[src/rtl/udt_pkg.sv]
// Shared UDT definitions for the inbound classifier: control types, sink one-hot codes,
// FSM states and the header decode used to pick a sink or drop a packet.
package udt_pkg;

  localparam logic [14:0] CT_HS        = 15'h0000;
  localparam logic [14:0] CT_KEEPALIVE = 15'h0001;
  localparam logic [14:0] CT_ACK       = 15'h0002;
  localparam logic [14:0] CT_NAK       = 15'h0003;
  localparam logic [14:0] CT_CWARN     = 15'h0004;
  localparam logic [14:0] CT_SHUTDOWN  = 15'h0005;
  localparam logic [14:0] CT_ACK2      = 15'h0006;
  localparam logic [14:0] CT_MSGDROP   = 15'h0007;
  localparam logic [14:0] CT_USER      = 15'h7FFF;

  localparam int HDR_F_BIT  = 63;
  localparam int HDR_CT_MSB = 62;
  localparam int HDR_CT_LSB = 48;

  localparam logic [3:0] SEL_HS    = 4'b0001;
  localparam logic [3:0] SEL_CLOSE = 4'b0010;
  localparam logic [3:0] SEL_CTRL  = 4'b0100;
  localparam logic [3:0] SEL_DATA  = 4'b1000;

  typedef enum logic [2:0] {
    S_IDLE  = 3'd0,
    S_HDR   = 3'd1,
    S_EMIT0 = 3'd2,
    S_EMIT1 = 3'd3,
    S_FWD   = 3'd4,
    S_DROP  = 3'd5
  } state_t;

  typedef struct packed {
    logic       drop;
    logic [3:0] sel;
  } decode_t;

  // w0_hi is hdr0[63:48] (F flag + control type); dest is beat1[31:0].
  function automatic decode_t hdr_decode(input logic [15:0] w0_hi,
                                         input logic [31:0] dest,
                                         input logic [31:0] sock_id);
    decode_t    d;
    logic [14:0] ct;
    ct     = w0_hi[14:0];
    d.drop = 1'b0;
    d.sel  = SEL_DATA;
    if (w0_hi[15]) begin
      case (ct)
        CT_HS:       d.sel = SEL_HS;
        CT_SHUTDOWN: d.sel = SEL_CLOSE;
        CT_KEEPALIVE, CT_ACK, CT_NAK, CT_CWARN,
        CT_ACK2, CT_MSGDROP, CT_USER: d.sel = SEL_CTRL;
        default: begin
          d.drop = 1'b1;
          d.sel  = 4'b0000;
        end
      endcase
    end else begin
      d.sel = SEL_DATA;
    end
    if ((sock_id != 32'h0000_0000) && (dest != sock_id)) begin
      d.drop = 1'b1;
    end else begin
      d.drop = d.drop;
    end
    return d;
  endfunction

endpackage

[src/rtl/udt_rx_classifier.sv]
// Inbound UDT classifier: buffers the two header beats, filters on destination socket ID
// and routes the packet to the handshake, shutdown, control or data sink.
module udt_rx_classifier
  import udt_pkg::*;
#(
  parameter logic [31:0] SOCK_ID    = 32'h0000_0000,
  parameter int          DROP_CNT_W = 16
) (
  input  logic                  core_clk,
  input  logic                  core_rst,
  input  logic [63:0]           s_tdata_i,
  input  logic [7:0]            s_tkeep_i,
  input  logic                  s_tvalid_i,
  output logic                  s_tready_o,
  input  logic                  s_tlast_i,
  output logic [63:0]           m_tdata_o,
  output logic [7:0]            m_tkeep_o,
  output logic                  m_tlast_o,
  output logic                  hs_tvalid_o,
  input  logic                  hs_tready_i,
  output logic                  close_tvalid_o,
  input  logic                  close_tready_i,
  output logic                  ctrl_tvalid_o,
  input  logic                  ctrl_tready_i,
  output logic                  data_tvalid_o,
  input  logic                  data_tready_i,
  output logic                  rsp_pulse_o,
  output logic [DROP_CNT_W-1:0] drop_cnt_o
);

  localparam logic [DROP_CNT_W-1:0] CNT_MAX = {DROP_CNT_W{1'b1}};
  localparam logic [DROP_CNT_W-1:0] CNT_ONE = {{(DROP_CNT_W-1){1'b0}}, 1'b1};

  state_t                state_r, state_s;
  logic [63:0]           hdr0_r, hdr1_r;
  logic [7:0]            keep1_r;
  logic                  last1_r, keep0_bad_r, rsp_r, run_r;
  logic [3:0]            sel_r;
  logic [DROP_CNT_W-1:0] drop_cnt_r;
  decode_t               dec_s;
  logic                  valid_s, sel_ready_s, in_acc_s, drop_inc_s, accept_s;

  assign in_acc_s    = s_tvalid_i & s_tready_o;
  assign sel_ready_s = |(sel_r & {data_tready_i, ctrl_tready_i, close_tready_i, hs_tready_i});

  assign hs_tvalid_o    = sel_r[0] & valid_s;
  assign close_tvalid_o = sel_r[1] & valid_s;
  assign ctrl_tvalid_o  = sel_r[2] & valid_s;
  assign data_tvalid_o  = sel_r[3] & valid_s;
  assign rsp_pulse_o    = rsp_r;
  assign drop_cnt_o     = drop_cnt_r;

  // Next-state, input ready and shared output mux.
  always_comb begin
    state_s    = state_r;
    s_tready_o = 1'b0;
    valid_s    = 1'b0;
    m_tdata_o  = 64'h0;
    m_tkeep_o  = 8'h00;
    m_tlast_o  = 1'b0;
    drop_inc_s = 1'b0;
    accept_s   = 1'b0;
    dec_s      = hdr_decode(hdr0_r[HDR_F_BIT:HDR_CT_LSB], s_tdata_i[31:0], SOCK_ID);
    case (state_r)
      S_IDLE: begin
        // run_r keeps ready low for the first cycle out of reset
        s_tready_o = run_r;
        if (run_r && s_tvalid_i) begin
          if (s_tlast_i) begin
            drop_inc_s = 1'b1;
          end else begin
            state_s = S_HDR;
          end
        end else begin
          state_s = S_IDLE;
        end
      end
      S_HDR: begin
        s_tready_o = 1'b1;
        if (s_tvalid_i) begin
          if (dec_s.drop || keep0_bad_r) begin
            drop_inc_s = 1'b1;
            state_s    = s_tlast_i ? S_IDLE : S_DROP;
          end else begin
            accept_s = 1'b1;
            state_s  = S_EMIT0;
          end
        end else begin
          state_s = S_HDR;
        end
      end
      S_EMIT0: begin
        valid_s   = 1'b1;
        m_tdata_o = hdr0_r;
        m_tkeep_o = 8'hFF;
        state_s   = sel_ready_s ? S_EMIT1 : S_EMIT0;
      end
      S_EMIT1: begin
        valid_s   = 1'b1;
        m_tdata_o = hdr1_r;
        m_tkeep_o = keep1_r;
        m_tlast_o = last1_r;
        if (sel_ready_s) begin
          state_s = last1_r ? S_IDLE : S_FWD;
        end else begin
          state_s = S_EMIT1;
        end
      end
      S_FWD: begin
        valid_s    = s_tvalid_i;
        m_tdata_o  = s_tdata_i;
        m_tkeep_o  = s_tkeep_i;
        m_tlast_o  = s_tlast_i;
        s_tready_o = sel_ready_s;
        state_s    = (s_tvalid_i && sel_ready_s && s_tlast_i) ? S_IDLE : S_FWD;
      end
      S_DROP: begin
        s_tready_o = 1'b1;
        state_s    = (s_tvalid_i && s_tlast_i) ? S_IDLE : S_DROP;
      end
      default: state_s = S_IDLE;
    endcase
  end

  // State, header buffer, sink select and counters.
  always_ff @(posedge core_clk or posedge core_rst) begin
    if (core_rst) begin
      state_r     <= S_IDLE;
      run_r       <= 1'b0;
      hdr0_r      <= 64'h0;
      hdr1_r      <= 64'h0;
      keep1_r     <= 8'h00;
      last1_r     <= 1'b0;
      keep0_bad_r <= 1'b0;
      sel_r       <= 4'b0000;
      rsp_r       <= 1'b0;
      drop_cnt_r  <= {DROP_CNT_W{1'b0}};
    end else begin
      run_r   <= 1'b1;
      state_r <= state_s;
      rsp_r   <= accept_s;
      if ((state_r == S_IDLE) && in_acc_s) begin
        hdr0_r      <= s_tdata_i;
        keep0_bad_r <= (s_tkeep_i != 8'hFF);
      end
      if ((state_r == S_HDR) && in_acc_s) begin
        hdr1_r  <= s_tdata_i;
        keep1_r <= s_tkeep_i;
        last1_r <= s_tlast_i;
      end
      if (accept_s) begin
        sel_r <= dec_s.sel;
      end
      if (drop_inc_s && (drop_cnt_r != CNT_MAX)) begin
        drop_cnt_r <= drop_cnt_r + CNT_ONE;
      end
    end
  end

endmodule
[config.mk]
export PLATFORM = sky130hd
export DESIGN_NAME = udt_rx_classifier
export DESIGN_NICKNAME = d
export VERILOG_FILES = /design/src/rtl/udt_pkg.sv /design/src/rtl/udt_rx_classifier.sv
export SDC_FILE = /design/constraint.sdc
export NUM_CORES = 1
export LEC_CHECK = 0
export CORE_AREA = 2 2 130 145
export CTS_CLUSTER_DIAMETER = 100
export DETAILED_ROUTE_END_ITERATION = 7
export DIE_AREA = 0 0 132 147
export PLACE_DENSITY = 0.74
export SLEW_MARGIN = 10
export SYNTH_ARGS = -nofsm -noshare
export SYNTH_HDL_FRONTEND = slang
export SYNTH_SLANG_ARGS = --single-unit
[constraint.sdc]
create_clock -name core_clk -period 5.2 [get_ports core_clk]
set_input_delay 1.04 -clock core_clk [delete_from_list [all_inputs] [get_ports core_clk]]
set_output_delay 1.04 -clock core_clk [all_outputs]
set_load 0.03 [all_outputs]
== After elaboration in Yosys (flattened, before gate mapping) ==
Cells that the tools add are included.

* Register bits: 163
* Input bits: 80
* Output and inout bits: 95

* Add/subtract/negate cells: 1
* Equality and inequality tests: 16
* Multiplexer cells: 28
* Bitwise logic cells: 6
* Reductions and logical operators: 15

{| class="wikitable"
|+ Operators with widths
! kind !! count
|-
| 64-bit one-hot mux with 3 select lines || 1
|-
| 15-bit by 3-bit equality test with 1-bit output (second input constant) || 4
|-
| 15-bit by 2-bit equality test with 1-bit output (second input constant) || 2
|-
| 3-bit 2-to-1 mux || 9
|-
| 8-bit one-hot mux with 3 select lines || 1
|-
| 3-bit one-hot mux with 6 select lines || 1
|-
| 16-bit by 1-bit adder with 16-bit output (second input constant) || 1
|-
| 16-bit != test (second input constant) || 1
|-
| 15-bit by 1-bit equality test with 1-bit output (second input constant) || 1
|-
| 15-bit equality test (second input constant) || 1
|-
| 15-bit logical NOT || 1
|-
| 1-bit 2-to-1 mux || 10
|-
| 3-bit one-hot mux with 3 select lines || 1
|-
| 9-bit OR reduction || 1
|-
| 8-bit != test (second input constant) || 1
|-
| 1-bit logical AND || 7
|-
| 7-bit OR reduction || 1
|-
| 3-bit by 2-bit equality test with 1-bit output (second input constant) || 2
|-
| 3-bit equality test (second input constant) || 2
|-
| 1-bit one-hot mux with 2 select lines || 3
|-
| 1-bit bitwise AND || 5
|-
| 4-bit bitwise AND || 1
|-
| 4-bit 2-to-1 mux || 1
|-
| 2-bit OR reduction || 2
|-
| other kinds (6) || 6
|}

== Depth between registers and ports, before layout ==
Gate-level depths: netlist of run 1.

* Word-level depth: 9
* Mapped depth: 9
* Gate-level depth less buffers: 6

== Worst setup path before layout of run 1 ==
OpenSTA, ideal clock, no wires.

* Path kind: flip-flop to output port
* Start: register state_r[0]
* End: output m_tdata_o[34]
* Arrival: 1.886 ns
* Data required time: 4.160 ns
* Path slack: 2.274 ns
* Cell stages (with the launch flop): 5
* Buffers on the path: 2
* Cells stage by stage: dfrtp_1 -> clkbuf_1 -> buf_1 -> mux2i_1 -> o21ai_0

* Cells in the longest elaborated chain, start to end: 2
* Elaborated cells between the ends (all ways): 4
* Those cells by class: eq/ne: 3; mux: 1

{| class="wikitable"
|+ Ends and longest elaborated chain
! what !! RTL line !! source
|-
| start, declared || udt_rx_classifier.sv:34 || <nowiki>state_t state_r, state_s;</nowiki>
|-
| start signal, assigned || udt_rx_classifier.sv:140 || <nowiki>state_r <= state_s;</nowiki>
|-
| 3-bit equality test or 3-bit by 2-bit equality test with 1-bit output (tied branches) || udt_rx_classifier.sv:64 || <nowiki>case (state_r)</nowiki>
|-
| 64-bit one-hot mux with 3 select lines (*) || udt_rx_classifier.sv:64 ||
|-
| end, declared || udt_rx_classifier.sv:16 || <nowiki>output logic [63:0] m_tdata_o,</nowiki>
|}

Every way passes the cells marked *; elsewhere a longest branch is shown, timed or not.

== Worst setup path after layout of run 1 ==
* Start: register state_r[0]
* End: output m_tdata_o[10]

The elaborated chain is that of the path after synthesis.

==> metrics.txt, run 1 <==
combinational family with the most area after synthesis multiplexers; Avg Synthesized Cell Area 11.6 um2; Final #Nets 924; total CTS buffers 17; Slew @ Worst Pin 1.05 ns; post-CTS setup buffers 0; Power Dens Cells 563 mW/mm2; Yosys reg bits ~160; gr usage total 0.194; vias in the first global route 5937; # setup viols final 0; synthesis-to-finish area growth 32.1%; worst skew pair latency 0.42 ns; DRT iter0 DRCs roughly 250; HP Class reg2reg; first-pass GRT wire length 30.4 mm; CP arrival a little over 3 ns; Slowest Stage Delay on Critical Path 1.13 ns; Cell Chain, Critical Path buf_4 -> mux2i_1 -> o21ai_0 -> clkdlybuf4s50_1; Clock Pin Slew Worst Setup and Hold Paths about 0.060 ns; die width 132 um; Post-Synth XOR/XNOR Area 0.0187; Multi-input gate area 0.00364 mm2; core area 0.0180 mm2; Adder-Cell Fraction of Synth Area 0.00158; Via density 5.21; post-synth top area share 0.514; Post-Synth Simple-Gate Area 0.0944; Post-route DRC 0; Critical Path Start state_r[0]$_DFFE_PP0P_; count leader, synth dfrtp_1; Die H 147 um; post-layout util 0.582; Clock Sink Count between 150 and 200; r2r endpoint drop_cnt_o[1]$_DFFE_PP0P_; Synth area leaders dfrtp_1, mux2_2, mux2i_1, o21ai_0, nand2_1; Vias 5721; post-synthesis instance total ~690; Synth cell types between 40 and 50; critical path depth 4; Setup crit end kind primary output; initial antenna violation count 0; TritonRoute pass-1 iters 4; CTS tree yes; Routed Antenna Nets 0; routed wire length 18.3 mm; final worst-path cycle share 0.789; DP Area ~0.01 mm2; Worst slew margin 0.300; Leak Pwr 4.34 nW; min Tclk post-route a little over 4 ns; RSZ-0062 raised after global routing false; Crit Path Class reg2out; initial core utilization 0.441; Worst setup endpoint m_tdata_o[10]; pin count of the biggest net entering global routing 164; Synth async-reset ratio 1.00; Routed WL per cell 16.6 um; Setup TNS 0 ns; Achievable Freq 0.244 GHz; die area 0.0194 mm2; RD Place Congestion 0.771; count of cells resized by post-cts repair 0; cts-stage hold buffer count 0; antenna cells 0; H-tree Lvls 4; Design Power ~6 mW; Mapped Nets about 770; top cells by count, synth dfrtp_1, mux2_2, nand2_1; Slew Viols, Final 0; status completed; Slowest-stage cell, CP dfrtp_4; FILL cells 1552; FF+latch area 0.00408 mm2; Buf/Inv on CP 2; grt ovf 0; VDD IR max roughly 0.25 mV; final instance area 0.0105 mm2; IO buf count around 170; Critical Path Source Type register; post-synthesis mux area share 0.276; detailed placement HPWL between 10 and 15 mm; Critical R2R Launch state_r[0]$_DFFE_PP0P_; CP required 4.16 ns; Register-to-Register Path Depth 4; num ports 175; synthesized area between 0.007 and 0.008 mm2; EDFF count, synth 0; R2R setup slack 2.37 ns; Max-Cap Viols 0; crit path max fanout 66; share of layout cells above drive strength 1 0.224; CP delay by family, top buffers and inverters; Synth Area in Compound Gates 0.0636; Synth area leader dfrtp_1; Final Hold Viols 0; Max Buffers Root-to-Sink 2; FP Rows 52; Synth warnings 0; final hold slack 0.499 ns; Primary FF master, synth dfrtp_1; sequential area share after synthesis 0.514; Clock Skews just over 0.008 ns; Root Buffer clkbuf_16
==> cell families after synthesis <==
kind of cell	count (synthesis)
AND/OR/NAND/NOR	157
flip-flops	163
XOR/XNOR	17
other	1
multiplexers	202
adder cells (fa/ha/maj)	1
buffers and inverters	52
AO/OA/AOI/OAI	93
==> metrics by stage <==
step | std cells | setup slack (ns)
5_1_grt | 1099 | 0.892
6_report | 1099 | 1.10
4_1_cts | 1099 | 1.06
3_5_place_dp | 1067 | 1.39
2_1_floorplan | 686 | 2.09
3_3_place_gp | 1067 | 1.40
==> worst min-delay path by stage <==
stage	startpoint	to	slack [ns]	depth (start not counted)
finish	drop_cnt_o[4]$_DFFE_PP0P_	drop_cnt_o[4]$_DFFE_PP0P_	0.50	1
global route	hdr0_r[36]$_DFFE_PP0P_	hdr0_r[36]$_DFFE_PP0P_	0.51	1
detailed placement	drop_cnt_o[11]$_DFFE_PP0P_	drop_cnt_o[11]$_DFFE_PP0P_	0.49	1
CTS	drop_cnt_o[11]$_DFFE_PP0P_	drop_cnt_o[11]$_DFFE_PP0P_	0.50	1
floorplan	sel_r[0]$_DFFE_PP0P_	sel_r[0]$_DFFE_PP0P_	0.46	2
global placement	drop_cnt_o[4]$_DFFE_PP0P_	drop_cnt_o[4]$_DFFE_PP0P_	0.48	1
==> registers in the layout, summed over array words and instances (netlist names) <==
name	count
hdr0_r	64
hdr1_r	64
drop_cnt_o	16
keep1_r	8
sel_r	4
state_r	3
keep0_bad_r	1
last1_r	1
rsp_pulse_o	1
run_r	1
==> area by class of cell <==
cell class / instances / area share
well taps: 243 / 0.0290
clock inverters: 14 / 0.0167
repair buffers: 182 / 0.173
multi-input cells: 471 / 0.347
flip-flops and latches: 163 / 0.389
inverters: 8 / 0.00322
clock buffers: 18 / 0.0419
==> where the power goes <==
part / leakage [nW] / internal (mW) / switching [mW] / total (mW)
Combinational: 2.08 / 1.22 / 1.08 / 2.30
Sequential: 1.97 / 1.84 / 0.462 / 2.31
Clock: 0.299 / 0.775 / 0.526 / 1.30
Total: 4.34 / 3.84 / 2.07 / 5.91
==> placed cells by master (no fill, tap or decap), types with 3 or more instances in the layout <==
cell type	count
inv_1	7
clkinv_2	3
dfrtp_1	162
clkbuf_16	17
inv_6	3
and3_1	5
xor2_1	15
nand3_1	6
mux2i_1	64
nor3_1	4
nand3b_1	4
nor2_1	14
a21oi_1	4
buf_4	7
bufinv_16	3
nand2_1	88
o21ai_0	76
nor2b_1	13
nand4_1	8
nor4_1	3
clkdlybuf4s50_1	174
mux2_2	138
clkinvlp_4	3
==> routing by layer <==
metal | GRT usage | share of wire | up-vias
met1 | 0.250 | 0.46 | 2846
met3 | 0.0400 | 0.035 | 17
met5 | 0 | 0 | -
met4 | 0.0668 | 0.012 | 0
met2 | 0.327 | 0.49 | 123
li1 | - | - | 2735
==> worst register-to-register path, cell delays in order, from the launching register on <==
cell	delay, ns
dfrtp_4	1.13
or3_4	0.57
o21ai_2	0.13
o21ai_2	0.49
mux2_2	0.40
Power figures use the tool's default switching activity.
==> run 2, diff against run 1 <==
==> constraint.sdc (replaced) <==
create_clock -name core_clk -period 3.3 [get_ports core_clk]
set_input_delay 0.66 -clock core_clk [delete_from_list [all_inputs] [get_ports core_clk]]
set_output_delay 0.66 -clock core_clk [all_outputs]
set_load 0.03 [all_outputs]
==> run 2 against run 1 <==
Clock-buffer cell count increased by 1. Global-route usage rose by 0.36 points. Sequential share of layout area decreased by 0.29 points. Critical path type unchanged. Highest routed layer unchanged.
==> metrics.txt, run 2 (same netlist as run 1, synthesis figures left out) <==
Max Buffers Root-to-Sink 2 (unchanged); crit path max fanout 16 (-76%); Flop pwr share 0.373 (-0.017); die width 132 um (unchanged); post-route worst setup slack 0.171 ns (-0.924 ns); Routed Antenna Nets 0 (unchanged); Achievable Freq about 0.32 GHz; Slew Viols, Final 0 (unchanged); CP arrival 2.47 ns (-0.59 ns); Slew @ Worst Pin 0.647 ns (-0.403 ns); first-pass GRT wire length 30.7 mm (+1.1%); Final #Nets 932 (+0.87%); antenna cells 0 (unchanged); Via density 5.26 (+1.0%); R2R setup slack 0.85 ns (-1.52 ns); status completed; # setup viols final 0 (unchanged); Max-Cap Viols 0 (unchanged); grt ovf 0 (unchanged); Setup crit end kind primary output; initial antenna violation count 0 (unchanged); Leak Pwr 4.72 nW (+8.7%); Crit Path Class reg2out; RSZ-0062 raised after global routing false; Final Hold Viols 0 (unchanged); Clock Pin Slew Worst Setup and Hold Paths 0.07 ns (about the same); Gate power share 0.413 (+0.024); die area 0.0194 mm2 (unchanged); Clock Skews 0.0111 ns (+0.00276 ns); routed wire length 18.9 mm (+3.4%); IO buf count 174 (unchanged); Register-to-Register Path Depth 4 (unchanged); pin count of the biggest net entering global routing 90 (-45%); Routed WL per cell 17.0 um (+2.6%); RD Place Congestion 0.763 (-1.1%); final hold slack 0.470 ns (-0.0287 ns); most common cell after layout, fill and taps aside dfrtp_1; gr usage total 0.198 (+0.00362); share of layout cells above drive strength 1 0.245 (+0.0211); Power Dens Cells 883 mW/mm2 (+57%); Worst slew margin 0.569 (+0.269); total CTS buffers 17 (unchanged); Setup TNS 0 ns (unchanged); FP Rows 52 (unchanged); detailed placement HPWL 12.3 mm (+4.1%); VDD IR max 0.392 mV (+58%); Sw Pwr 3.34 mW (+61%); pre-CTS setup slack 0.276 ns (-1.12 ns); P_int 6.00 mW (+56%); Die H 147 um (unchanged); Post-route DRC 0 (unchanged); worst skew pair latency 0.42 ns (about the same); HP Class in2async; CTS tree yes; vias in the first global route 5851 (-1.4%); CP required 2.64 ns (-1.52 ns); num ports 175 (unchanged); Clk network pwr share 0.214 (-0.006); min Tclk post-route 3.13 ns; cts-stage hold buffer count 0 (unchanged); DRT iter0 DRCs 230 (-8.7%); TritonRoute pass-1 iters 4 (unchanged); Switching Share 0.358 (+0.00738); initial core utilization 0.441 (unchanged); Critical Path Source Type register; synthesis-to-finish area growth 33.1%; Vias 5820 (+1.7%); Root Buffer clkbuf_16; final worst-path cycle share 0.948; DP Area 0.00991 mm2 (+0.38%); most frequent cells in the layout dfrtp_1, mux2_2, clkdlybuf4s50_1; FILL cells 1539 (-0.84%); Clock Sink Count 163 (unchanged); core area 0.0180 mm2 (unchanged); final instance area 0.0106 mm2 (+0.74%); H-tree Lvls 4 (unchanged)
[run 2: area by class of cell]
cell class	instances	area, um2	area share
multi-input cells	471	3650	0.345
repair buffers	190	1910	0.181
flip-flops and latches	163	4080	0.386
inverters	8	33.8	0.00320
clock buffers	19	443	0.0419
clock inverters	13	146	0.0139
well taps	243	304	0.0288
[run 2: repair_timing]
| item | CTS | global route |
|---|---|---|
| hold endpoints to repair | 0 | 0 |
| endpoints found under the setup margin | 8 | 43 |
| pin swaps | 0 | 1 |
| gates resized for setup | 8 | 20 |
| buffers inserted | 0 | 1 |
| gates cloned | 0 | 1 |
[run 2: metal layers]
layer / GRT usage / part of all wire / wire (um)
met5: 0 / 0 / 0
met4: 0.0685 / 0.018 / 346
met3: 0.0338 / 0.041 / 767
met2: 0.338 / 0.50 / 9460
met1: 0.255 / 0.44 / 8300
[run 2: critical path, stage by stage, from the launching register on]
cell	delay [ns]
dfrtp_1	0.48
inv_1	0.18
nor3_4	0.23
buf_4	0.27
nand2_1	0.07
o21ai_0	0.10
clkdlybuf4s50_1	0.72
[run 2: path summary, 6_finish.rpt]
| check | from | end |
|---|---|---|
| worst min register to register | drop_cnt_o[14]$_DFFE_PP0P_ | drop_cnt_o[14]$_DFFE_PP0P_ |
| min in group core_clk | drop_cnt_o[14]$_DFFE_PP0P_ | drop_cnt_o[14]$_DFFE_PP0P_ |
| max in group asynchronous | core_rst | hdr1_r[33]$_DFFE_PP0P_ |
| worst min-delay path | core_rst | hdr0_r[43]$_DFFE_PP0P_ |
| worst max register to register | state_r[0]$_DFFE_PP0P_ | hdr1_r[26]$_DFFE_PP0P_ |
| worst max-delay path | state_r[2]$_DFFE_PP0P_ | m_tdata_o[59] |
[run 2: metrics by stage]
step,util,power [mW],instances
after CTS,0.582,9.39,1105
after global routing,0.586,9.90,1107
after detailed placement,0.550,7.40,1073
after floorplan,-,6.12,686
final,0.586,9.33,1107
after global placement,0.550,7.29,1073
[run 2: power groups by stage]
| stage | logic, mW | registers [mW] | clock network [mW] |
|---|---|---|---|
| after detailed placement | 3.87 | 3.52 | 0 |
| after CTS | 3.87 | 3.48 | 2.03 |
| after global placement | 3.82 | 3.47 | 0 |
| final | 3.86 | 3.48 | 2.00 |
| after floorplan | 2.74 | 3.38 | 0 |
| after global routing | 4.17 | 3.62 | 2.12 |
